## config.mk

```make
export PLATFORM = sky130hd
export DESIGN_NAME = sd_cmd_rsp_rcvr_flat
export DESIGN_NICKNAME = d
export VERILOG_FILES = /design/src/rtl/sd_cmd_rsp_rcvr_pkg.sv /design/src/rtl/sd_cmd_rsp_rcvr_if.sv /design/src/rtl/sd_crc7.sv /design/src/rtl/sd_cmd_rsp_rcvr.sv /design/src/flat_wrapper.sv
export SDC_FILE = /design/constraint.sdc
export NUM_CORES = 1
export LEC_CHECK = 0
export ABC_CLOCK_PERIOD_IN_PS = 2600
export CAP_MARGIN = 10
export CORE_ASPECT_RATIO = 2
export CORE_MARGIN = 2
export CORE_UTILIZATION = 30
export DETAILED_ROUTE_END_ITERATION = 10
export MAX_ROUTING_LAYER = met4
export SYNTH_ARGS = -nofsm -noshare
export SYNTH_HDL_FRONTEND = slang
export SYNTH_SLANG_ARGS = --single-unit
```

## constraint.sdc

```tcl
create_clock -name clk -period 2.6 [get_ports clk]
set_clock_uncertainty 0.1 [all_clocks]
set_input_delay 0.26 -clock clk [delete_from_list [all_inputs] [get_ports clk]]
set_output_delay 0.26 -clock clk [all_outputs]
set_load 0.05 [all_outputs]
```

## src/rtl/sd_cmd_rsp_rcvr_pkg.sv

```systemverilog
// Shared definitions for the SD CMD-line response receiver and the CRC7 engine.
// One-hot FSM encodings, response lengths and the CRC7 step function.
package sd_cmd_rsp_rcvr_pkg;

  typedef enum logic [4:0] {
    S_IDLE  = 5'b00001,
    S_WAIT  = 5'b00010,
    S_SHIFT = 5'b00100,
    S_CHECK = 5'b01000,
    S_DONE  = 5'b10000
  } state_t;

  localparam int RSP_SHORT_LEN = 48;
  localparam int RSP_LONG_LEN  = 136;
  localparam int NCR_MAX_DEF   = 64;
  localparam logic [6:0] CRC7_POLY = 7'h09;

  // One serial step of CRC7 (x^7 + x^3 + 1), MSB-first.
  function automatic logic [6:0] crc7_step(input logic [6:0] c, input logic b);
    logic fb;
    fb = b ^ c[6];
    return {c[5:0], 1'b0} ^ (fb ? CRC7_POLY : 7'h00);
  endfunction

endpackage

```

## src/rtl/sd_cmd_rsp_rcvr_if.sv

```systemverilog
// Command-response bus between the SD host controller and the response receiver.
// master drives the line/arming side, slave is the receiver.
interface sd_cmd_rsp_rcvr_if;
  logic         sdc_clk;
  logic         sd_clk_stable;
  logic         rsp_start_strb;
  logic         rsp_long;
  logic         chk_crc;
  logic         sd_cmd_in;
  logic         rsp_busy;
  logic [5:0]   rsp_index;
  logic [127:0] rsp_arg;
  logic         rsp_done_strb;
  logic         rsp_crc_err;
  logic         rsp_end_err;
  logic         rsp_timeout;

  modport master (
    output sdc_clk, sd_clk_stable, rsp_start_strb, rsp_long, chk_crc, sd_cmd_in,
    input  rsp_busy, rsp_index, rsp_arg, rsp_done_strb, rsp_crc_err, rsp_end_err, rsp_timeout
  );

  modport slave (
    input  sdc_clk, sd_clk_stable, rsp_start_strb, rsp_long, chk_crc, sd_cmd_in,
    output rsp_busy, rsp_index, rsp_arg, rsp_done_strb, rsp_crc_err, rsp_end_err, rsp_timeout
  );
endinterface

```

## src/rtl/sd_crc7.sv

```systemverilog
// Serial CRC7 accumulator, one bit per enb cycle; result valid the cycle after the last bit.
// No backpressure: the caller gates enb.
module sd_crc7
  import sd_cmd_rsp_rcvr_pkg::*;
(
  input  logic       clk,
  input  logic       reset,
  input  logic       clr,
  input  logic       enb,
  input  logic       bit_in,
  output logic [6:0] crc
);

  always_ff @(posedge clk) begin
    if (reset || clr) crc <= 7'h00;
    else if (enb)     crc <= crc7_step(crc, bit_in);
  end

endmodule

```

## src/rtl/sd_cmd_rsp_rcvr.sv

```systemverilog
// Receives 48/136-bit SD responses on the CMD line; rsp_done_strb fires 2 clk after the end-bit edge.
// No backpressure: rsp_start_strb is ignored while busy, results hold until the next arm.
module sd_cmd_rsp_rcvr
  import sd_cmd_rsp_rcvr_pkg::*;
#(
  parameter int NCR_MAX     = NCR_MAX_DEF,
  parameter bit CHK_CRC_DEF = 1'b1
) (
  input logic             clk,
  input logic             reset,
  sd_cmd_rsp_rcvr_if.slave bus
);

  localparam int ECW = $clog2(NCR_MAX + 1);
  localparam logic [ECW-1:0] NCR_LAST = ECW'(NCR_MAX - 1);
  localparam logic [7:0] LAST_SHORT = 8'(RSP_SHORT_LEN - 1);
  localparam logic [7:0] LAST_LONG  = 8'(RSP_LONG_LEN - 1);

  state_t         state, nxt;
  logic           sdc_q, edge_strb;
  logic [ECW-1:0] ecnt;
  logic [7:0]     bcnt, last_bit;
  logic [127:0]   sr;
  logic           long_q, chk_q;
  logic           crc_err_q, end_err_q, timeout_q;
  logic [5:0]     index_q;
  logic [127:0]   arg_q;
  logic           crc_clr, crc_enb, crc_win, sample;
  logic [6:0]     crc;

  assign edge_strb = ~sdc_q & bus.sdc_clk;
  assign last_bit  = long_q ? LAST_LONG : LAST_SHORT;
  assign sample    = edge_strb && bus.sd_clk_stable &&
                     ((state == S_SHIFT) || (state == S_WAIT && !bus.sd_cmd_in));
  // CRC covers bits 47..8 (short) or 127..8 (long); bcnt is bits already received.
  assign crc_win   = long_q ? (bcnt >= 8'd8 && bcnt <= 8'd127) : (bcnt <= 8'd39);
  assign crc_enb   = sample && crc_win;
  assign crc_clr   = (state == S_IDLE) && bus.rsp_start_strb;

  sd_crc7 u_crc7 (
    .clk    (clk),
    .reset  (reset),
    .clr    (crc_clr),
    .enb    (crc_enb),
    .bit_in (bus.sd_cmd_in),
    .crc    (crc)
  );

  always_ff @(posedge clk) begin
    if (reset) state <= S_IDLE;
    else       state <= nxt;
  end

  always_comb begin
    nxt = state;
    case (state)
      S_IDLE:  if (bus.rsp_start_strb) nxt = bus.sd_clk_stable ? S_WAIT : S_DONE;
      S_WAIT: begin
        if (!bus.sd_clk_stable) nxt = S_DONE;
        else if (edge_strb) begin
          if (!bus.sd_cmd_in)        nxt = S_SHIFT;
          else if (ecnt == NCR_LAST) nxt = S_DONE;
        end
      end
      S_SHIFT: begin
        if (!bus.sd_clk_stable)                nxt = S_DONE;
        else if (edge_strb && bcnt == last_bit) nxt = S_CHECK;
      end
      S_CHECK: nxt = S_DONE;
      S_DONE:  nxt = S_IDLE;
      default: nxt = S_IDLE;
    endcase
  end

  always_comb begin
    bus.rsp_busy      = 1'b0;
    bus.rsp_done_strb = 1'b0;
    case (state)
      S_WAIT, S_SHIFT, S_CHECK: bus.rsp_busy = 1'b1;
      S_DONE:                   bus.rsp_done_strb = 1'b1;
      default: ;
    endcase
  end

  always_ff @(posedge clk) begin
    if (reset) begin
      sdc_q     <= 1'b0;
      ecnt      <= '0;
      bcnt      <= 8'd0;
      sr        <= '0;
      long_q    <= 1'b0;
      chk_q     <= CHK_CRC_DEF;
      crc_err_q <= 1'b0;
      end_err_q <= 1'b0;
      timeout_q <= 1'b0;
      index_q   <= 6'd0;
      arg_q     <= '0;
    end else begin
      sdc_q <= bus.sdc_clk;
      case (state)
        S_IDLE: if (bus.rsp_start_strb) begin
          long_q    <= bus.rsp_long;
          chk_q     <= bus.chk_crc;
          ecnt      <= '0;
          bcnt      <= 8'd0;
          crc_err_q <= 1'b0;
          end_err_q <= 1'b0;
          timeout_q <= ~bus.sd_clk_stable;
        end
        S_WAIT: begin
          if (!bus.sd_clk_stable) timeout_q <= 1'b1;
          else if (edge_strb) begin
            if (!bus.sd_cmd_in) begin
              sr   <= {sr[126:0], bus.sd_cmd_in};
              bcnt <= 8'd1;
            end else begin
              ecnt <= ecnt + 1'b1;
              if (ecnt == NCR_LAST) timeout_q <= 1'b1;
            end
          end
        end
        S_SHIFT: begin
          if (!bus.sd_clk_stable) timeout_q <= 1'b1;
          else if (edge_strb) begin
            sr   <= {sr[126:0], bus.sd_cmd_in};
            bcnt <= bcnt + 8'd1;
          end
        end
        S_CHECK: begin
          end_err_q <= ~sr[0];
          crc_err_q <= chk_q && (crc != sr[7:1]);
          if (long_q) begin
            index_q <= 6'd0;
            arg_q   <= sr;
          end else begin
            index_q <= sr[45:40];
            arg_q   <= {96'd0, sr[39:8]};
          end
        end
        default: ;
      endcase
    end
  end

  assign bus.rsp_index   = index_q;
  assign bus.rsp_arg     = arg_q;
  assign bus.rsp_crc_err = crc_err_q;
  assign bus.rsp_end_err = end_err_q;
  assign bus.rsp_timeout = timeout_q;

endmodule

```

## src/flat_wrapper.sv

```systemverilog
// flat-port wrapper written by rule: the top's interface ports become plain ports
module sd_cmd_rsp_rcvr_flat import sd_cmd_rsp_rcvr_pkg::*;
#(
  parameter int NCR_MAX     = NCR_MAX_DEF,
  parameter bit CHK_CRC_DEF = 1'b1
)
  (clk, reset, bus_sdc_clk, bus_sd_clk_stable, bus_rsp_start_strb, bus_rsp_long, bus_chk_crc, bus_sd_cmd_in, bus_rsp_busy, bus_rsp_index, bus_rsp_arg, bus_rsp_done_strb, bus_rsp_crc_err, bus_rsp_end_err, bus_rsp_timeout);
  sd_cmd_rsp_rcvr_if bus_i ();
  input logic clk;
  input logic reset;
  input wire logic [$bits(bus_i.sdc_clk)-1:0] bus_sdc_clk;
  input wire logic [$bits(bus_i.sd_clk_stable)-1:0] bus_sd_clk_stable;
  input wire logic [$bits(bus_i.rsp_start_strb)-1:0] bus_rsp_start_strb;
  input wire logic [$bits(bus_i.rsp_long)-1:0] bus_rsp_long;
  input wire logic [$bits(bus_i.chk_crc)-1:0] bus_chk_crc;
  input wire logic [$bits(bus_i.sd_cmd_in)-1:0] bus_sd_cmd_in;
  output wire logic [$bits(bus_i.rsp_busy)-1:0] bus_rsp_busy;
  output wire logic [$bits(bus_i.rsp_index)-1:0] bus_rsp_index;
  output wire logic [$bits(bus_i.rsp_arg)-1:0] bus_rsp_arg;
  output wire logic [$bits(bus_i.rsp_done_strb)-1:0] bus_rsp_done_strb;
  output wire logic [$bits(bus_i.rsp_crc_err)-1:0] bus_rsp_crc_err;
  output wire logic [$bits(bus_i.rsp_end_err)-1:0] bus_rsp_end_err;
  output wire logic [$bits(bus_i.rsp_timeout)-1:0] bus_rsp_timeout;
  assign bus_i.sdc_clk = bus_sdc_clk;
  assign bus_i.sd_clk_stable = bus_sd_clk_stable;
  assign bus_i.rsp_start_strb = bus_rsp_start_strb;
  assign bus_i.rsp_long = bus_rsp_long;
  assign bus_i.chk_crc = bus_chk_crc;
  assign bus_i.sd_cmd_in = bus_sd_cmd_in;
  assign bus_rsp_busy = bus_i.rsp_busy;
  assign bus_rsp_index = bus_i.rsp_index;
  assign bus_rsp_arg = bus_i.rsp_arg;
  assign bus_rsp_done_strb = bus_i.rsp_done_strb;
  assign bus_rsp_crc_err = bus_i.rsp_crc_err;
  assign bus_rsp_end_err = bus_i.rsp_end_err;
  assign bus_rsp_timeout = bus_i.rsp_timeout;
  sd_cmd_rsp_rcvr #(.NCR_MAX(NCR_MAX), .CHK_CRC_DEF(CHK_CRC_DEF)) u_core (.clk(clk), .reset(reset), .bus(bus_i));
endmodule
```

==> results of run 1 <==
-- per-layer routing --
layer,up-vias,track usage (%)
li1,4820,-
met1,4474,15.7
met2,180,29.4
met3,53,1.78
met4,0,5.44
met5,-,-
-- power by group --
part           internal (W)  total, W  switching [W]
Sequential          0.00453   0.00454      0.0000156
Combinational     0.0000921  0.000329       0.000237
Clock               0.00247   0.00421        0.00174
Total               0.00710   0.00908        0.00199
-- critical path, cell delays in order (launching register included) --
cell     delay (ps)
dfxtp_1         410
nor2_2          340
nand3_4         360
nand2_1         260
buf_12          160
-- cell type report --
| type | instances | area, um^2 | area share, % |
|---|---|---|---|
| Clock buffer | 40 | 817 | 5.78 |
| Clock inverter | 7 | 125 | 0.885 |
| Inverter | 6 | 22.5 | 0.159 |
| Multi-Input combinational cell | 957 | 4840 | 34.3 |
| Sequential cell | 295 | 5910 | 41.8 |
| Tap cell | 459 | 574 | 4.06 |
| Timing Repair Buffer | 179 | 1850 | 13.1 |
-- path summary, 6_finish.rpt --
path | from | to | slack, ps | cells past startpoint
worst max-delay path | u_core.state[1] | bus_rsp_busy | 140 | 4
worst min-delay path | reset | u_core.sr[94] | 70 | 2
worst max register to register | u_core.state[3] | u_core.sr[51] | 310 | 6
worst min register to register | u_core.bus.rsp_arg[102] | u_core.bus.rsp_arg[102] | 350 | 2
-- metrics by stage --
stage / util, % / hold WS, ps / total power, W / instances / setup WS (ps)
finish: 38.0 / 68.5 / 0.00908 / 1943 / 140
detailed placement: 35.5 / 344 / 0.00497 / 1895 / 122
CTS: 38.0 / 40.0 / 0.00920 / 1942 / 9.11
global route: 38.0 / 68.1 / 0.00940 / 1943 / 6.56
floorplan: - / 284 / 0.00487 / 1369 / 296
global placement: 35.5 / 341 / 0.00497 / 1895 / 153
-- logic make-up after synthesis --
logic type | synth area share (%)
multiplexers | 3.56
XOR/XNOR | 1.17
AND/OR/NAND/NOR | 21.9
flip-flops | 52.5
AO/OA/AOI/OAI | 15.7
adder cells (fa/ha/maj) | 0.334
buffers and inverters | 4.95
-- layout by cell type, fill, tap and decap left out, types with 3 or more instances in the layout --
| master | Yosys | layout |
|---|---|---|
| clkdlybuf4s50_1 | 0 | 143 |
| buf_12 | 0 | 11 |
| o21ai_0 | 16 | 15 |
| buf_4 | 13 | 24 |
| and3_1 | 6 | 5 |
| nor3_1 | 4 | 3 |
| mux2i_1 | 40 | 40 |
| clkbuf_16 | 0 | 29 |
| nor2b_1 | 5 | 5 |
| a21oi_1 | 242 | 242 |
| nand2_1 | 372 | 372 |
| bufinv_16 | 0 | 3 |
| xor2_1 | 9 | 9 |
| ha_1 | 3 | 3 |
| nor2_1 | 61 | 59 |
| nand3b_1 | 5 | 5 |
| a211oi_1 | 33 | 33 |
| xnor2_1 | 6 | 6 |
| inv_1 | 6 | 6 |
| clkbuf_1 | 57 | 6 |
| dfxtp_1 | 295 | 294 |
| nand3_1 | 109 | 108 |
| clkbuf_8 | 0 | 6 |
| a311oi_1 | 3 | 3 |
| nand2b_1 | 3 | 3 |
-- flip-flops by register name (all words and copies together), names as in the netlist --
name,count
u_core.ecnt,7
u_core.u_crc7.crc,7
u_core.bus.rsp_end_err,1
u_core.sdc_q,1
u_core.bus.rsp_timeout,1
u_core.bus.rsp_arg,128
u_core.bus.rsp_index,6
u_core.chk_q,1
u_core.state,5
u_core.bus.rsp_crc_err,1
u_core.bcnt,8
u_core.long_q,1
u_core.sr,128
==> metrics.cfg, run 1 <==
[outcome]
status = finished clean

[drt]
viasPerCell = 4.90
drt_first_pass_iters = 5
met1_length_um = 11400
dr.max_layer_used = met4
dr_wl_met3_um = 953
drt_iter0_drc = 412
wl_met2_um = 16500
vias = 9527
avgRoutedWirePerCell_um = 15.4
drc = 0
wirelength_um = 29800
antenna_left = 0

[layout]
fin_area_um2 = 14100
n_antenna_cell = 0
final_layout_size_suffix_gt1_share_pct = 6.20
syn2layout_area_growth_pct = 25.6
fillers = 3741
num-nets-final = 1478

[placed_design]
portBuffers = 146
placed_area_um2 = 13200
dp_hpwl_um = 19600
gp_congestion = 0.816

[clock_network]
clock_sinks = 295
numCtsBuffers = 28
cts_tree = built
clkTransAtPathRegs_ps = 70
clk_latency_ps = 540
cts_max_level = 1
clock_path_buffers = 3
post-cts-setup-buffers = 0
holdBufCountCts = 0
root_buffer = clkbuf_16
ctsResizeCount = 0

[synth]
async_reset_ff_share_pct = 0
synth_nets = 1380
post_synth.cell_area_avg_um2 = 8.22
ys_warn_count = 0
synth_edf_count = 0
synth_cell_types = 52
synth_flop_cell = dfxtp_1
synth_commonest_cells = nand2_1 (372), dfxtp_1 (295), a21oi_1 (242), nand3_1 (109), nor2_1 (61)
synthMostInstantiatedCell = nand2_1
synth_top_area_share_pct = 52.5
synthCells = 1369
synth_area_leaders = dfxtp_1 (52%), nand2_1 (12%), a21oi_1 (11%)
yosys.area.top_type = dfxtp_1
netlist_area_um2 = 11300
ys_seq_area_share_pct = 52.5
synth-seq-cells = 295

[timing]
grt_setup_unrepaired = false
hold_viol = 0
worst_pin_slew_ps = 783
max_freq_mhz = 407
finalSetupTns_ps = 0
slew-limit-headroom_pct = 47.8
fin_crit_sh_pct = 94.6
slew_viol_final = 0
post-route-min-period_ps = 2460
setup_viol = 0

[setup_path]
cp-end-kind = output pin
worst_ep_arrival_time_ps = 2100
required_ps = 2240
crit_type = flop to output pin
critPathMaxFanout = 17
start_kind = flop

[floorplan]
ioPinCount = 147
die_height_um = 278
rows = 100
core_area_um2 = 37200
start_util_pct = 30.3
die-width_um = 141
fp.dieArea_um2 = 39200

[grt]
grt-ovfl-total = 0
grt_pass1_vias = 9260
track_usage_pct = 15.3
grt_max_degree = 159
grt_pass1_wl_um = 47800
antenna_found_initial = 0

[worst_hold_path]
hold_path_class = input pin to flop

[pwr]
power.density_nw_per_um2 = 643
power_leakage_nw = 4.48
ir_drop_uv = 479

[run]
drv_cap = 0

(Power assumes the default switching activity.)
==> run 2: changes to the inputs <==
Settings changed: ABC_CLOCK_PERIOD_IN_PS 2600 to 2700, PLACE_DENSITY set to 0.46.
Clock period 2.6 ns to 2.7 ns, I/O delays scaled along.
==> run 2 against run 1 <==
- worst setup slack improved by 150 ps
- global-route usage increased by 0.81 points
- combinational power decreased by 2%
- sequential power decreased by 4%
- utilization fell by 0.50 points
- non-clock buffer count fell by 12
- sequential share of layout area increased by 0.56 points
- via count decreased by 1.2%
- final area fell by 1.3%
- clock power is 7.4% lower
- highest routed layer unchanged
==> metrics.cfg, run 2 (synthesized netlist as in run 1, its figures left out) <==
[outcome]
status = finished clean

[grt]
grt_pass1_wl_um = 50000  ; +4.6%
grt-ovfl-total = 0  ; unchanged
antenna_found_initial = 0  ; unchanged
grt_pass1_vias = 9119  ; -1.5%
track_usage_pct = 16.1  ; +0.81 points
grt_max_degree = 143  ; -10%

[floorplan]
die-width_um = 141  ; unchanged
core_area_um2 = 37200  ; unchanged
rows = 100  ; unchanged
fp.dieArea_um2 = 39200  ; unchanged
ioPinCount = 147  ; unchanged
die_height_um = 278  ; unchanged
start_util_pct = 30.3  ; unchanged

[setup_path]
cp-end-kind = output pin
r2r_cells = 5  ; -1
r2r_start = u_core.state[1]
slowest_delay_ps = 420  ; about the same
r2r_setup_slack_ps = 430  ; +120 ps
required_ps = 2330  ; +90 ps
rr_endpoint = u_core.sr[112]
crit_type = flop to output pin
critPathSlowestCell = dfxtp_1
crit_path_cell_trace = nor3_1, o21ai_0, nand2_1, buf_12
critPathMaxFanout = 10  ; -7
worst_ep_arrival_time_ps = 2040  ; -60 ps
start_kind = flop

[timing]
fin_crit_sh_pct = 89.3
finalSetupTns_ps = 0  ; unchanged
max_freq_mhz = 415
worst_pin_slew_ps = 943  ; +160 ps
post-route-min-period_ps = 2410
finalWorstSetupSlack_ps = 289  ; +149 ps
slew-limit-headroom_pct = 37.1  ; -11 points
hold_viol = 0  ; unchanged
slew_viol_final = 0  ; unchanged
grt_setup_unrepaired = false
setup_viol = 0  ; unchanged
whs_ps = 93.7  ; +25.2 ps

[placed_design]
dp_hpwl_um = 19500  ; -0.88%
dp_slack_ps = 285  ; +164 ps
gp_congestion = 0.781  ; -4.3%
portBuffers = 146  ; unchanged

[worst_hold_path]
holdCritStartpoint = reset
hold_path_class = input pin to flop
holdPathEnd = u_core.sr[9]
worstHoldPathCells = 2  ; unchanged

[drt]
wirelength_um = 30900  ; +3.7%
vias = 9415  ; -1.2%
avgRoutedWirePerCell_um = 16.0  ; +4.4%
viasPerCell = 4.88  ; -0.46%
drt_iter0_drc = 487  ; +18%
drt_first_pass_iters = 5  ; unchanged
drc = 0  ; unchanged
antenna_left = 0  ; unchanged

[layout]
mostFrequentLayoutCells = nand2_1 (372), dfxtp_1 (294), a21oi_1 (242)
fin_util_pct = 37.5  ; -0.50 points
multi_input_area_um2 = 4820  ; -0.41%
num-nets-final = 1465  ; -0.88%
layout_commonest_cell = nand2_1
final_layout_size_suffix_gt1_share_pct = 4.97  ; -1.2 points
syn2layout_area_growth_pct = 24.0
fillers = 3883  ; +3.8%
n_antenna_cell = 0  ; unchanged
regArea_um2 = 5910  ; unchanged

[clock_network]
clk_latency_ps = 560  ; +20 ps
ctsResizeCount = 0  ; unchanged
clock_sinks = 295  ; unchanged
numCtsBuffers = 28  ; unchanged
cts_max_level = 1  ; unchanged
clock_path_buffers = 3  ; unchanged
clkTransAtPathRegs_ps = 70  ; about the same
root_buffer = clkbuf_16
post-cts-setup-buffers = 0  ; unchanged
cts_tree = built
holdBufCountCts = 0  ; unchanged

[run]
drv_cap = 0  ; unchanged

[pwr]
power_leakage_nw = 4.38  ; -2.1%
power.density_nw_per_um2 = 616  ; -4.1%
ir_drop_uv = 428  ; -11%

==> run 2: cell count changes in the layout (fill, tap and decap cells not counted), moves of 2 or more <==
cell,before,now
clkbuf_1,6,8
buf_4,24,13
nor2_2,2,0
nor2_1,59,61
bufinv_16,3,1
==> run 2: final cells by class <==
class / instances / share of cell area (%)
Tap cell: 459 / 4.12
Sequential cell: 295 / 42.4
Timing Repair Buffer: 167 / 12.5
Clock inverter: 3 / 0.287
Clock buffer: 43 / 6.01
Inverter: 6 / 0.161
Multi-Input combinational cell: 956 / 34.6
==> run 2: power breakdown <==
group / internal [W] / switching [W] / leakage [nW]
logic: 0.0000913 / 0.000230 / 1.58
clock network: 0.00221 / 0.00169 / 0.432
registers: 0.00436 / 0.0000158 / 2.38
total: 0.00666 / 0.00194 / 4.38
==> run 2: per-stage QoR <==
step	cell area (um^2)	instances	total power, W
floorplan	11300	1369	0.00469
global placement	13100	1883	0.00480
detailed placement	13100	1883	0.00480
CTS	14000	1929	0.00877
global route	14000	1929	0.00893
finish	14000	1929	0.00860
==> run 2: worst max path at each step <==
| stage | slack (ps) | startpoint | cells past startpoint | to |
|---|---|---|---|---|
| 2_1_floorplan | 390 | u_core.state[1] | 3 | bus_rsp_done_strb |
| 3_3_place_gp | 280 | bus_sd_cmd_in | 7 | u_core.sr[124] |
| 3_5_place_dp | 290 | bus_sd_cmd_in | 7 | u_core.sr[4] |
| 4_1_cts | 190 | u_core.state[1] | 4 | bus_rsp_busy |
| 5_1_grt | 90 | u_core.state[3] | 4 | bus_rsp_busy |
| 6_report | 290 | u_core.state[3] | 4 | bus_rsp_busy |
==> run 2: metal layers <==
| layer | track usage (%) | vias up | part of all wire, % |
|---|---|---|---|
| met5 | - | - | 0 |
| met4 | 4.74 | 0 | 2.4 |
| met3 | 1.81 | 42 | 2.9 |
| met2 | 29.7 | 150 | 54 |
| met1 | 18.1 | 4439 | 40 |
| li1 | - | 4784 | - |
==> run 2: worst max-delay path: cells and delay by family (launching register included) <==
| family | cells | cell delay, ps |
|---|---|---|
| AND/OR/NAND/NOR | 2 | 590 |
| flip-flops | 1 | 420 |
| AO/OA/AOI/OAI | 1 | 310 |
| buffers and inverters | 1 | 160 |
==> run 3: changes to the inputs <==
--- a/config.mk
+++ b/config.mk
@@ -14,3 +14,3 @@
 export MAX_ROUTING_LAYER = met4
-export PLACE_DENSITY = 0.46
+export PLACE_DENSITY = 0.61
 export SYNTH_ARGS = -nofsm -noshare
==> constraint.sdc (replaced) <==
create_clock -name clk -period 2.7 [get_ports clk]
set_clock_uncertainty 0.1 [all_clocks]
set_input_delay 0.54 -clock clk [delete_from_list [all_inputs] [get_ports clk]]
set_output_delay 0.54 -clock clk [all_outputs]
set_load 0.05 [all_outputs]
==> run 3 against run 2 <==
- sequential power about the same
- critical path depth unchanged
- worst setup slack lost 210 ps
- die area is the same
- final area is 0.25% lower
- hold slack improved by 210 ps
- highest routed layer unchanged
- largest cell class unchanged
- combinational power is 4% lower
- first-iteration DRC count shrank 28%
- sequential share of layout area grew 0.11 points
- global-route usage decreased by 1.1 points
- count of clock-buffer cells in the layout is 1 lower
- critical endpoint unchanged
==> metrics.cfg, run 3 (synthesized netlist as in run 1, its figures left out) <==
[layout]
syn2layout_area_growth_pct = 23.7
n_antenna_cell = 0  ; unchanged
num-nets-final = 1462  ; -0.20%
fin_util_pct = 37.4  ; -0.094 points
final_layout_size_suffix_gt1_share_pct = 4.97  ; about the same
fillers = 3790  ; -2.4%
fin_cells = 1928  ; -0.052%
layout_commonest_cell = nand2_1
mostFrequentLayoutCells = nand2_1 (372), dfxtp_1 (294), a21oi_1 (242)

[setup_path]
crit_family = flip-flops
slowest_delay_ps = 520  ; +100 ps
endpoint = bus_rsp_busy
cp-startpoint = u_core.state[1]
start_kind = flop
rr_endpoint = u_core.sr[38]
worst_ep_arrival_time_ps = 1980  ; -60 ps
path_depth = 4  ; unchanged
critPathMaxFanout = 10  ; unchanged
required_ps = 2060  ; -270 ps
cp-end-kind = output pin
critPathSlowestCell = dfxtp_1
crit_type = flop to output pin
r2r_setup_slack_ps = 500  ; +70 ps
r2r_cells = 6  ; +1
r2r_start = u_core.state[1]
crit_path_cell_trace = nor2b_1, o21ai_0, nand2_1, buf_12
critPathBufInv = 1  ; unchanged

[floorplan]
core_area_um2 = 37200  ; unchanged
start_util_pct = 30.3  ; unchanged
die_height_um = 278  ; unchanged
die-width_um = 141  ; unchanged
rows = 100  ; unchanged
ioPinCount = 147  ; unchanged
fp.dieArea_um2 = 39200  ; unchanged

[drt]
viasPerCell = 4.94  ; +1.1%
vias = 9516  ; +1.1%
antenna_left = 0  ; unchanged
drt_iter0_drc = 351  ; -28%
drt_first_pass_iters = 4  ; -1
drc = 0  ; unchanged
wirelength_um = 29400  ; -4.9%
avgRoutedWirePerCell_um = 15.3  ; -4.8%

[clock_network]
clock_path_buffers = 3  ; unchanged
root_buffer = clkbuf_16
cts_max_level = 1  ; unchanged
numCtsBuffers = 27  ; -3.6%
clkTransAtPathRegs_ps = 70  ; about the same
clk_latency_ps = 540  ; -20 ps
clock_sinks = 295  ; unchanged
cts_tree = built
post-cts-setup-buffers = 0  ; unchanged

[outcome]
status = finished clean

[placed_design]
place_inst = 1881  ; -0.11%
gp_congestion = 0.844  ; +8.1%
dp_hpwl_um = 19400  ; -0.36%
portBuffers = 146  ; unchanged

[worst_hold_path]
hold_path_class = input pin to flop
holdCritStartpoint = reset

[timing]
hold_viol = 0  ; unchanged
worst_pin_slew_ps = 747  ; -196 ps
slew_viol_final = 0  ; unchanged
grt_setup_unrepaired = false
fin_crit_sh_pct = 97.2  ; +7.9 points
max_freq_mhz = 381  ; -8.1%
finalSetupTns_ps = 0  ; unchanged
slew-limit-headroom_pct = 48.9  ; +12 points
post-route-min-period_ps = 2620  ; +213 ps
setup_viol = 0  ; unchanged

[grt]
track_usage_pct = 15.0  ; -1.1 points
grt_max_degree = 158  ; +10%
grt-ovfl-total = 0  ; unchanged
grt_pass1_wl_um = 47100  ; -5.6%
antenna_found_initial = 0  ; unchanged
grt_pass1_vias = 9180  ; +0.67%

[run]
drv_cap = 0  ; unchanged

[pwr]
power_leakage_nw = 4.36  ; -0.49%
ir_drop_uv = 571  ; +33%
power.density_nw_per_um2 = 603  ; -2.2%

run 3: changes by cell type in the layout (fill, tap and decap cells not counted), sizes merged:
cell      delta
bufinv       -1
clkbuf       -1
clkinv       +2
clkinvlp     +1
buf          -2
run 3: through the flow:
step / instance area, um^2 / setup WS (ps) / hold slack, ps / total power [W]
finish: 13900 / 76.0 / 300 / 0.00839
global route: 13900 / 17.9 / 290 / 0.00871
CTS: 13900 / 37.4 / 280 / 0.00851
detailed placement: 13100 / 55.6 / 344 / 0.00479
global placement: 13100 / 68.9 / 340 / 0.00479
floorplan: 11300 / 116 / 337 / 0.00469
run 3: worst reg2reg max path, delay by kind of cell, from the launching register on:
family | cells | cell delay [ps]
AND/OR/NAND/NOR | 2 | 580
flip-flops | 1 | 520
AO/OA/AOI/OAI | 2 | 480
buffers and inverters | 2 | 420
run 3: power breakdown:
group / switching, W / internal (W)
sequential: 0.0000264 / 0.00436
clock: 0.00163 / 0.00206
combinational: 0.000216 / 0.0000917
total: 0.00187 / 0.00651
run 3: worst min-delay path by stage:
stage,endpoint,cells after the start
floorplan,u_core.sr[127],2
global placement,u_core.bus.rsp_arg[101],2
detailed placement,u_core.bus.rsp_arg[101],2
CTS,u_core.sr[8],2
global route,u_core.sr[15],2
finish,u_core.sr[6],2
run 3: what timing repair did:
| item | CTS | global route |
|---|---|---|
| hold buffers | 0 | 0 |
| endpoints found under the setup margin | 0 | 1 |
| gates resized for setup | 0 | 1 |
run 3: layer usage:
metal / vias up / track usage, % / share of wire (%)
li1: 4777 / - / -
met1: 4475 / 15.4 / 38
met2: 204 / 28.7 / 55
met3: 60 / 1.69 / 3.5
met4: 0 / 5.87 / 3.5
met5: - / - / 0
run 3: final cells by class:
class / count / area (um^2) / area share (%)
tap: 459 / 574 / 4.13
clock inverter: 5 / 27.5 / 0.198
clock buffer: 42 / 813 / 5.84
timing repair buffer: 165 / 1740 / 12.5
inverter: 6 / 22.5 / 0.162
multi-input combinational: 956 / 4830 / 34.7
sequential: 295 / 5910 / 42.5
